$ cat src/rtl/sonar_scheduler.sv
// rtl/sonar_scheduler.sv - round-robin HC-SR04 trigger/echo scheduler with a single result register
// Optional echo deglitch filter: define SONAR_SCHED_DEGLITCH_EN.
`timescale 1ns/1ps
module sonar_scheduler #(
    parameter int N_SENSORS     = 4,
    parameter int CLK_PER_US    = 40,
    parameter int TRIG_US       = 20,
    parameter int SLOT_US       = 15000,
    parameter int ECHO_START_US = 1000
) (
    input  logic                 clk,
    input  logic                 reset,
    input  logic                 enable,
    input  logic [N_SENSORS-1:0] sensor_en,
    input  logic [N_SENSORS-1:0] echo,
    output logic [N_SENSORS-1:0] trig,
    output logic                 res_valid,
    input  logic                 res_ready,
    output logic [2:0]           res_id,
    output logic [11:0]          res_us,
    output logic                 res_timeout,
    output logic                 res_overrun
);

    localparam int TW = (CLK_PER_US > 1) ? $clog2(CLK_PER_US) : 1;
    localparam int SW = $clog2(SLOT_US + 1);
    localparam logic [TW-1:0] TICK_LAST = TW'(CLK_PER_US - 1);
    localparam logic [SW-1:0] TRIG_LAST = SW'(TRIG_US - 1);
    localparam logic [SW-1:0] WAIT_LAST = SW'(TRIG_US + ECHO_START_US - 1);
    localparam logic [SW-1:0] SLOT_LAST = SW'(SLOT_US - 1);

    typedef enum logic [2:0] {IDLE, TRIG, WAIT_ECHO, MEASURE, HOLDOFF} state_t;

    state_t                 state_q, state_d;
    logic [TW-1:0]          tick_cnt;
    logic                   tick;
    logic [SW-1:0]          slot_cnt;
    logic [11:0]            meas_cnt;
    logic [2:0]             rr_id;
    logic [2:0]             next_id;
    logic                   found;
    logic [N_SENSORS-1:0]   echo_m, echo_s;
    logic                   echo_raw;
    logic                   echo_lvl;
    logic                   slot_start;
    logic                   report;
    logic [11:0]            rep_us;
    logic                   rep_to;
    logic                   meas_load1;
    logic                   meas_inc;

    // two-flop synchronizer on every raw echo pin
    always_ff @(posedge clk or posedge reset) begin
        if (reset) begin
            echo_m <= '0;
            echo_s <= '0;
        end else begin
            echo_m <= echo;
            echo_s <= echo_m;
        end
    end

    // microsecond tick: one-cycle pulse every CLK_PER_US clocks
    always_ff @(posedge clk or posedge reset) begin
        if (reset)
            tick_cnt <= '0;
        else if (tick)
            tick_cnt <= '0;
        else
            tick_cnt <= tick_cnt + TW'(1);
    end
    assign tick = (tick_cnt == TICK_LAST);

    // pick the selected channel's synchronized echo; other channels are ignored
    always_comb begin
        echo_raw = 1'b0;
        for (int i = 0; i < N_SENSORS; i++)
            if (rr_id == 3'(i))
                echo_raw = echo_s[i];
    end

`ifdef SONAR_SCHED_DEGLITCH_EN
    logic [1:0] hist;
    logic       filt_q;

    // level changes only once three consecutive tick samples agree
    assign echo_lvl = (echo_raw == hist[0] && echo_raw == hist[1]) ? echo_raw : filt_q;

    // tick-sampled history of the selected echo, cleared at each slot start
    always_ff @(posedge clk or posedge reset) begin
        if (reset) begin
            hist   <= '0;
            filt_q <= 1'b0;
        end else if (slot_start) begin
            hist   <= '0;
            filt_q <= 1'b0;
        end else if (tick) begin
            hist   <= {hist[0], echo_raw};
            filt_q <= echo_lvl;
        end
    end
`else
    assign echo_lvl = echo_raw;
`endif

    // round-robin: first enabled channel strictly after rr_id, wrapping
    always_comb begin
        next_id = rr_id;
        found   = 1'b0;
        for (int i = 0; i < N_SENSORS; i++)
            if (!found && sensor_en[i] && (3'(i) > rr_id)) begin
                next_id = 3'(i);
                found   = 1'b1;
            end
        for (int i = 0; i < N_SENSORS; i++)
            if (!found && sensor_en[i]) begin
                next_id = 3'(i);
                found   = 1'b1;
            end
    end

    // state register
    always_ff @(posedge clk or posedge reset) begin
        if (reset)
            state_q <= IDLE;
        else
            state_q <= state_d;
    end

    // next-state and per-tick control; everything advances only on tick
    always_comb begin
        state_d    = state_q;
        slot_start = 1'b0;
        report     = 1'b0;
        rep_us     = 12'd0;
        rep_to     = 1'b0;
        meas_load1 = 1'b0;
        meas_inc   = 1'b0;
        if (tick) begin
            case (state_q)
                IDLE: begin
                    if (enable && (|sensor_en)) begin
                        state_d    = TRIG;
                        slot_start = 1'b1;
                    end
                end
                TRIG: begin
                    if (slot_cnt == TRIG_LAST)
                        state_d = WAIT_ECHO;
                end
                WAIT_ECHO: begin
                    if (echo_lvl) begin
                        state_d    = MEASURE;
                        meas_load1 = 1'b1;
                    end else if (slot_cnt == WAIT_LAST) begin
                        report  = 1'b1;
                        rep_to  = 1'b1;
                        state_d = HOLDOFF;
                    end
                end
                MEASURE: begin
                    if (!echo_lvl) begin
                        report  = 1'b1;
                        rep_us  = meas_cnt;
                        state_d = HOLDOFF;
                    end else if (meas_cnt == 12'd4094) begin
                        report  = 1'b1;
                        rep_us  = 12'd4095;
                        rep_to  = 1'b1;
                        state_d = HOLDOFF;
                    end else begin
                        meas_inc = 1'b1;
                    end
                end
                HOLDOFF: begin
                    if (slot_cnt == SLOT_LAST) begin
                        if (enable && (|sensor_en)) begin
                            state_d    = TRIG;
                            slot_start = 1'b1;
                        end else begin
                            state_d = IDLE;
                        end
                    end
                end
                default: state_d = IDLE;
            endcase
        end
    end

    // slot counter measured from trig rise, plus channel pointer latched at slot start
    always_ff @(posedge clk or posedge reset) begin
        if (reset) begin
            slot_cnt <= '0;
            rr_id    <= 3'(N_SENSORS - 1);
        end else if (slot_start) begin
            slot_cnt <= '0;
            rr_id    <= next_id;
        end else if (tick) begin
            if (state_d == IDLE)
                slot_cnt <= '0;
            else
                slot_cnt <= slot_cnt + SW'(1);
        end
    end

    // echo high-time counter in microseconds
    always_ff @(posedge clk or posedge reset) begin
        if (reset)
            meas_cnt <= 12'd0;
        else if (meas_load1)
            meas_cnt <= 12'd1;
        else if (meas_inc)
            meas_cnt <= meas_cnt + 12'd1;
    end

    // trigger pin of the selected channel is high only in TRIG
    always_comb begin
        trig = '0;
        for (int i = 0; i < N_SENSORS; i++)
            trig[i] = (state_q == TRIG) && (rr_id == 3'(i));
    end

    // result register: a new report overwrites, flagging overrun unless accepted this cycle
    always_ff @(posedge clk or posedge reset) begin
        if (reset) begin
            res_valid   <= 1'b0;
            res_id      <= 3'd0;
            res_us      <= 12'd0;
            res_timeout <= 1'b0;
            res_overrun <= 1'b0;
        end else begin
            res_overrun <= report && res_valid && !res_ready;
            if (report) begin
                res_valid   <= 1'b1;
                res_id      <= rr_id;
                res_us      <= rep_us;
                res_timeout <= rep_to;
            end else if (res_valid && res_ready) begin
                res_valid <= 1'b0;
            end
        end
    end

endmodule
$ cat config.mk
export PLATFORM = sky130hd
export DESIGN_NAME = sonar_scheduler
export DESIGN_NICKNAME = d
export VERILOG_FILES = /design/src/rtl/sonar_scheduler.sv
export SDC_FILE = /design/constraint.sdc
export NUM_CORES = 1
export LEC_CHECK = 0
export CORE_MARGIN = 3
export CORE_UTILIZATION = 50
export DETAILED_ROUTE_END_ITERATION = 7
export DONT_BUFFER_PORTS = 1
export PLACE_DENSITY = 0.73
export SLEW_MARGIN = 0
export SYNTH_ARGS = -nofsm -noshare
export SYNTH_HDL_FRONTEND = slang
export SYNTH_SLANG_ARGS = --single-unit
export TNS_END_PERCENT = 50
$ cat constraint.sdc
create_clock -name clk -period 2.1 [get_ports clk]
set_input_delay 0.42 -clock clk [delete_from_list [all_inputs] [get_ports clk]]
set_output_delay 0.42 -clock clk [all_outputs]
set_load 0.02 [all_outputs]
==> metrics.yaml <==
placementRows: 30
gp_congestion: 0.898
post_synth_and_or_nand_nor_area_fraction: 0.274
post_synthesis_xor_xnor_area_fraction: 0.0340
power.switching_uw: 528
synth_fp_nets: 381
sequential_cell_area_sq_mm: 0.00156
design.portCount: 34
clock_latency_ns: 0.34
yosys-mux-area-fraction: 0.0184
ir_worst_vdd_uv: 362
tritoncts: "yes"
chipWidth_um: 90.9
final-setup-viol-count: 27
failing_checks: "negative setup slack"
globalRouteOverflowTotal: 0
synth_async_sr_flop_share: 1.00
cpPeakStageDelay_ns: 0.55
layout.core_utilization: 0.653
detailroute.wirelength.met2_mm: 4.59
initial_core_util: 0.522
worst-path-buf-inv: 1
ys_seq_elements: 62
critical_path.top_delay_family: "simple AND/OR/NAND/NOR gates"
cp.arrival_ns: 2.48
worst_slew_margin_rel: 0.619
p_leak_nw: 1.89
worst_setup_path_startpoint: "slot_cnt[12]$_DFFE_PP0P_"
p_int_mw: 1.93
postLayoutSetupSlackWorst_ns: -0.170
routed_vias: 3071
setup_total_negative_slack_ns: -2.07
net_total_in_the_final_layout: 444
worstHoldPathType: "input pin to flop"
max_slew.worst_pin.slew_ns: 0.572
grt_util_all_layers: 0.219
drtPass1Iterations: 4
clockBufferDepth: 2
drt_iter0_markers: 123
cp_max_fo: 8
layout-drive-gt1-share: 0.323
worstPathRequired_ns: 2.31
timing.clock.skew_ns: 0.00630
cts-buffers-inserted: 9
netSwitchingFraction: 0.215
rsz_0062_raised_after_global_routing: "yes"
postRouteAntennaNets: 0
largest_net_degree_at_the_start_of_global_routing: 31
routed_wl_mm: 9.10
synthesized_area_sq_mm: 0.00360
vertical_die_dimension_um: 90.9
critPathLaunchType: "flop"
die_area_sq_mm: 0.00826
crit-reg2reg-launch: "slot_cnt[12]$_DFFE_PP0P_"
synth.lib_cells_used.distinct: 73
cellPowerDensity_mw_per_mm2: 545
multi_input_area_sq_mm: 0.00201
areaGrowthSynthToFinish_pct: 25.1
met3WireLength_um: 485
synth_cells: 365
timing.hold.worst.start: "echo[1]"
route.top_layer_used: "met4"
routed_via_density: 5.81
max_freq_mhz: 440
cap_viol_max_count: 0
placed_instance_area_sq_mm: 0.00415
first_global_vias: 3081
worstPathCellList: "or4_4 > nor4_1 > o22ai_2 > buf_6 > nor2_4 > a32oi_2"
root_buffer: "clkbuf_8"
synth_sequential_area_ratio: 0.431
grt_antenna_before_repair: 0
drt_drc_violations_left: 0
cts.clk_slew.worst_paths_ns: 0.07
criticalPathCategory: "flop to flop"
final_hold_viol_count: 0
fin_crit_sh: 1.08
final.fill_count: 562
hpwl_detailed_mm: 6.29
complex_gate_fraction_of_the_synthesized_area: 0.187
finalHoldWorstSlack_ns: 0.0994
clock_sinks: 62
final_count_of_pins_violating_max_slew: 0
synth_enable_flop_cells: 0
post_synth.cell_area_avg_sq_um: 9.88
antenna-diode-count: 0
fp.coreArea_sq_mm: 0.00691
period_minus_ws_final_ns: 2.27
critical_path.slowest_cell: "or4_4"
power.share.sequential: 0.491
buffer_ports.inserted: 0
fin_area_sq_mm: 0.00451
adder_and_majority_gate_portion_of_the_synthesized_area: 0.0139
timing.critical_path.to_type: "flop"
met1Wirelength_mm: 3.83
post_drt_wl_per_cell_um: 17.2
share_clk_of_total_power: 0.476
synth_top_family_by_area: "simple AND/OR/NAND/NOR gates"
grt_first_pass_wirelength_mm: 14.6
cts_max_level: 3
combPwrFrac: 0.033
status: "complete, but fails checks"
yosys_warning_count: 0
synth_top_flop_cell: "dfrtp_1"
[registers in the layout, indices dropped and copies added, names as in the netlist]
name         cells
rr_id            2
res_overrun      1
meas_cnt        12
tick_cnt         6
echo_m           4
slot_cnt        14
res_id           2
res_timeout      1
res_us          12
echo_s           4
state_q          3
res_valid        1
[synth_stat cells (2+ instances only)]
cell / n / area, sq um
nor3b_1: 6 / 45.0
buf_4: 2 / 15.0
nor4_1: 6 / 37.5
nor2_1: 25 / 93.8
nor4b_1: 3 / 26.3
o211ai_2: 2 / 25.0
buf_6: 4 / 45.0
xnor2_1: 11 / 96.3
xor2_1: 3 / 26.3
a32oi_2: 5 / 81.3
clkbuf_1: 9 / 33.8
o21ai_0: 16 / 80.1
nand2b_1: 4 / 25.0
nand4_4: 2 / 42.5
inv_1: 9 / 33.8
a21oi_1: 21 / 105
mux2_2: 3 / 33.8
or2_2: 4 / 25.0
nand4b_1: 4 / 35.0
dfrtp_1: 60 / 1500
a22oi_1: 2 / 15.0
or3_1: 3 / 18.8
dfstp_2: 2 / 52.6
nand2_1: 49 / 184
o211ai_1: 8 / 60.1
o21a_1: 2 / 15.0
nand3_1: 11 / 55.1
nor3_1: 20 / 100
and3_1: 6 / 37.5
a21boi_0: 2 / 15.0
nand4_1: 6 / 37.5
and2_1: 3 / 18.8
a21o_1: 3 / 22.5
ha_1: 4 / 50.1
a31oi_1: 4 / 25.0
or4_1: 3 / 22.5
or4_4: 2 / 22.5
[timing repair]
action                                 4_1_cts  5_1_grt
setup endpoints to repair                   22       45
gates resized for setup                      7       17
endpoints found under the hold margin       15        0
hold buffers                                 1        0
pin swaps                                    0       12
setup buffers                                1        4
[metrics by stage]
| stage | total power, mW | setup WS (ns) | cells |
|---|---|---|---|
| 6_report | 2.46 | -0.170 | 529 |
| 5_1_grt | 2.53 | -0.295 | 529 |
| 4_1_cts | 2.48 | -0.0963 | 527 |
| 3_5_place_dp | 1.31 | -0.276 | 509 |
| 3_3_place_gp | 1.30 | -0.198 | 509 |
| 2_1_floorplan | 1.28 | -0.188 | 365 |
[cell families after synthesis]
group / Yosys count
AND/OR/NAND/NOR: 170
multiplexers: 5
XOR/XNOR: 14
flip-flops: 62
buffers and inverters: 27
other: 1
adder cells (fa/ha/maj): 4
AO/OA/AOI/OAI: 82
[worst paths after layout]
check | depth (start not counted) | slack [ns] | end
max | 6 | -0.17 | slot_cnt[2]$_DFFE_PP0P_
min in group asynchronous | 2 | 0.53 | echo_m[1]$_DFF_PP0_
min | 0 | 0.1 | echo_m[1]$_DFF_PP0_
min reg2reg | 0 | 0.35 | echo_s[1]$_DFF_PP0_
max reg2reg | 6 | -0.17 | slot_cnt[2]$_DFFE_PP0P_
max in group asynchronous | 3 | 1.00 | slot_cnt[12]$_DFFE_PP0P_
[worst reg2reg max path, cell delays in order (launching register included)]
cell	delay (ns)
dfrtp_2	0.44
or4_4	0.55
nor4_1	0.41
o22ai_2	0.15
buf_6	0.17
nor2_4	0.26
a32oi_2	0.15
[per-layer routing]
metal | GRT usage | vias up
met2 | 0.368 | 85
met4 | 0.0691 | 0
met5 | 0 | -
li1 | - | 1463
met3 | 0.0625 | 18
met1 | 0.272 | 1505
[power by group through the flow]
stage          registers [mW]  logic [mW]  clock network (mW)
2_1_floorplan            1.23      0.0515                   0
3_3_place_gp             1.23      0.0747                   0
3_5_place_dp             1.23      0.0767                   0
4_1_cts                  1.21      0.0792                1.19
5_1_grt                  1.21      0.0893                1.23
6_report                 1.21      0.0802                1.17
[area by class of cell]
class                           instances  share of cell area
Timing Repair Buffer                   70               0.127
Multi-Input combinational cell        276               0.446
Clock buffer                           12              0.0322
Tap cell                               96              0.0266
Clock inverter                          4              0.0155
Inverter                                9             0.00749
Sequential cell                        62               0.345
[cells in the final DEF (no fill, tap or decap), types with 8 or more instances in the layout]
cell / synthesis / final
buf_4: 2 / 64
dfrtp_1: 60 / 59
nand2_1: 49 / 49
nor2_1: 25 / 25
a21oi_1: 21 / 20
nor3_1: 20 / 18
o21ai_0: 16 / 15
nand3_1: 11 / 11
xnor2_1: 11 / 11
clkbuf_8: 0 / 10
o211ai_1: 8 / 8
(Power assumes the default switching activity.)
==> patch: new RTL, same flow settings <==
`SLOT_US`: 15000 -> 7500.
--- a/src/rtl/sonar_scheduler.sv
+++ b/src/rtl/sonar_scheduler.sv
@@ -6,5 +6,5 @@
     parameter int CLK_PER_US    = 40,
     parameter int TRIG_US       = 20,
-    parameter int SLOT_US       = 15000,
+    parameter int SLOT_US       = 7500,
     parameter int ECHO_START_US = 1000
 ) (
Behaviour: no difference found for any inputs over 10 cycles, from zero or initial values and one cycle with reset high; that may be too few to reach the edited logic, so the function may still have changed.
==> patch against the unedited design <==
Sequential cell count decreased by 1. Cell count fell by 13%. Area after synthesis decreased by 13%. Clock skew is 0.0075 ns higher. Critical path type unchanged. Cell area is 14% lower. Setup slack gained 0.00078 ns. Critical endpoint is now slot_cnt[9]. Wire length decreased by 19%. First-iteration DRC count increased by 11%. Synthesized cell count shrank 9.9%. Non-clock buffer count down 12. Die area fell by 12%. The run still ends with setup timing left.
Power is not compared: it rests on default switching activity, and its combinational part moved more than twofold at a synthesized area within 25%.
==> patch: results (changes against the unedited design) <==
Placement Cell Area 3550 sq um (-14%); highest fanout seen on the critical path 7 (-1); fraction of final layout cells sized beyond drive strength 1 0.285 (-0.0384); total routing resource utilization after global routing 0.213 (-0.00564); Endpoint, Worst Hold echo_m[0]; Worst Min Path Start echo[0]; failing checks setup timing; starting DRC count in detailed routing 137 (+11%); post-route worst hold slack 0.121 ns (+0.0219 ns); final cell count without fillers 461 (-13%); global-route wire length before repair 12100 um (-17%); launch point of the worst path rr_id[0]; Layout Skew 0.0138 ns (+0.00750 ns); global-route met2 utilization 0.364 (-0.00372); Cell variety after synth 54 (-26%); number of placed cells counting well taps 436 (-14%); proportion of synthesized chip area in sequential cells 0.485 (+0.0542); vias in the first global route 2567 (-17%); largest registers in the final layout slot_cnt (13), meas_cnt (12), res_us (12); Post-Synthesis Net Count 345 (-9.4%); Final #Nets 398 (-10%); biggest area contributors in the synthesized netlist sky130_fd_sc_hd__dfrtp_1 47%, sky130_fd_sc_hd__nand2_1 5.5%, sky130_fd_sc_hd__nor2_1 5.1%; global-route track usage on met1 0.262 (-0.0107); GR met3 Demand/Resource 0.0485 (-0.0140); fill count 491 (-13%); pin count of the biggest net entering global routing 43 (+39%); number of setup violations in the final report 37 (+37%); run status finished, violations left; PnR worst setup slack -0.170 ns (+0.000784 ns)
-- patch: changes by cell type after synthesis, sizes merged, moves of 7 or more --
cell    before  now
nor4         8    1
o211ai      11    0
nor3        20   10
nor2        27   44
a21oi       22   10
o21ai       16   27
-- patch: layer usage --
metal / vias up / wire [um]
met4: 0 / 102
met5: - / 0
met3: 10 / 400
met1: 1284 / 3140
li1: 1254 / -
met2: 75 / 3750
-- patch: repair_timing --
item,CTS,global route
buffers inserted,3,5
hold buffers,1,0
endpoints found under the setup margin,17,38
pin swaps,12,10
cloned,1,0
endpoints found under the hold margin,17,0
gates resized for setup,7,13
-- patch: final cells by class --
class                      count  area (sq um)  share of cell area
clock buffer                  11           151              0.0389
timing repair buffer          58           474               0.122
sequential                    61          1530               0.393
inverter                       9          33.8             0.00869
tap                           75          93.8              0.0241
multi-input combinational    243          1560               0.401
clock inverter                 4          47.5              0.0122
-- patch: power breakdown --
group / internal, mW / total, mW / leakage [nW] / switching, mW
clock network: 0.602 / 1.04 / 0.101 / 0.442
logic: 0.0835 / 0.203 / 0.860 / 0.120
registers: 1.20 / 1.21 / 0.797 / 0.0151
total: 1.88 / 2.46 / 1.76 / 0.577
-- patch: cells by family (layout without fill, tap and decap cells) --
logic type,count (synthesis),in the layout,share of synthesized area
and+or+nand+nor,155,156,0.245
AOI/OAI and AO/OA,61,61,0.145
DFF,61,61,0.485
buffers and inverters,26,82,0.0413
xor gates and xnor gates,14,14,0.0389
muxes,7,7,0.0274
adders and majority gates,4,4,0.0159
other,1,1,0.00119
-- patch: worst max-delay path: cells and delay by family, from the launching register on --
kind	cells	cell delay (ns)
AO/OA/AOI/OAI	3	0.63
multiplexers	1	0.56
flip-flops	1	0.54
AND/OR/NAND/NOR	2	0.44
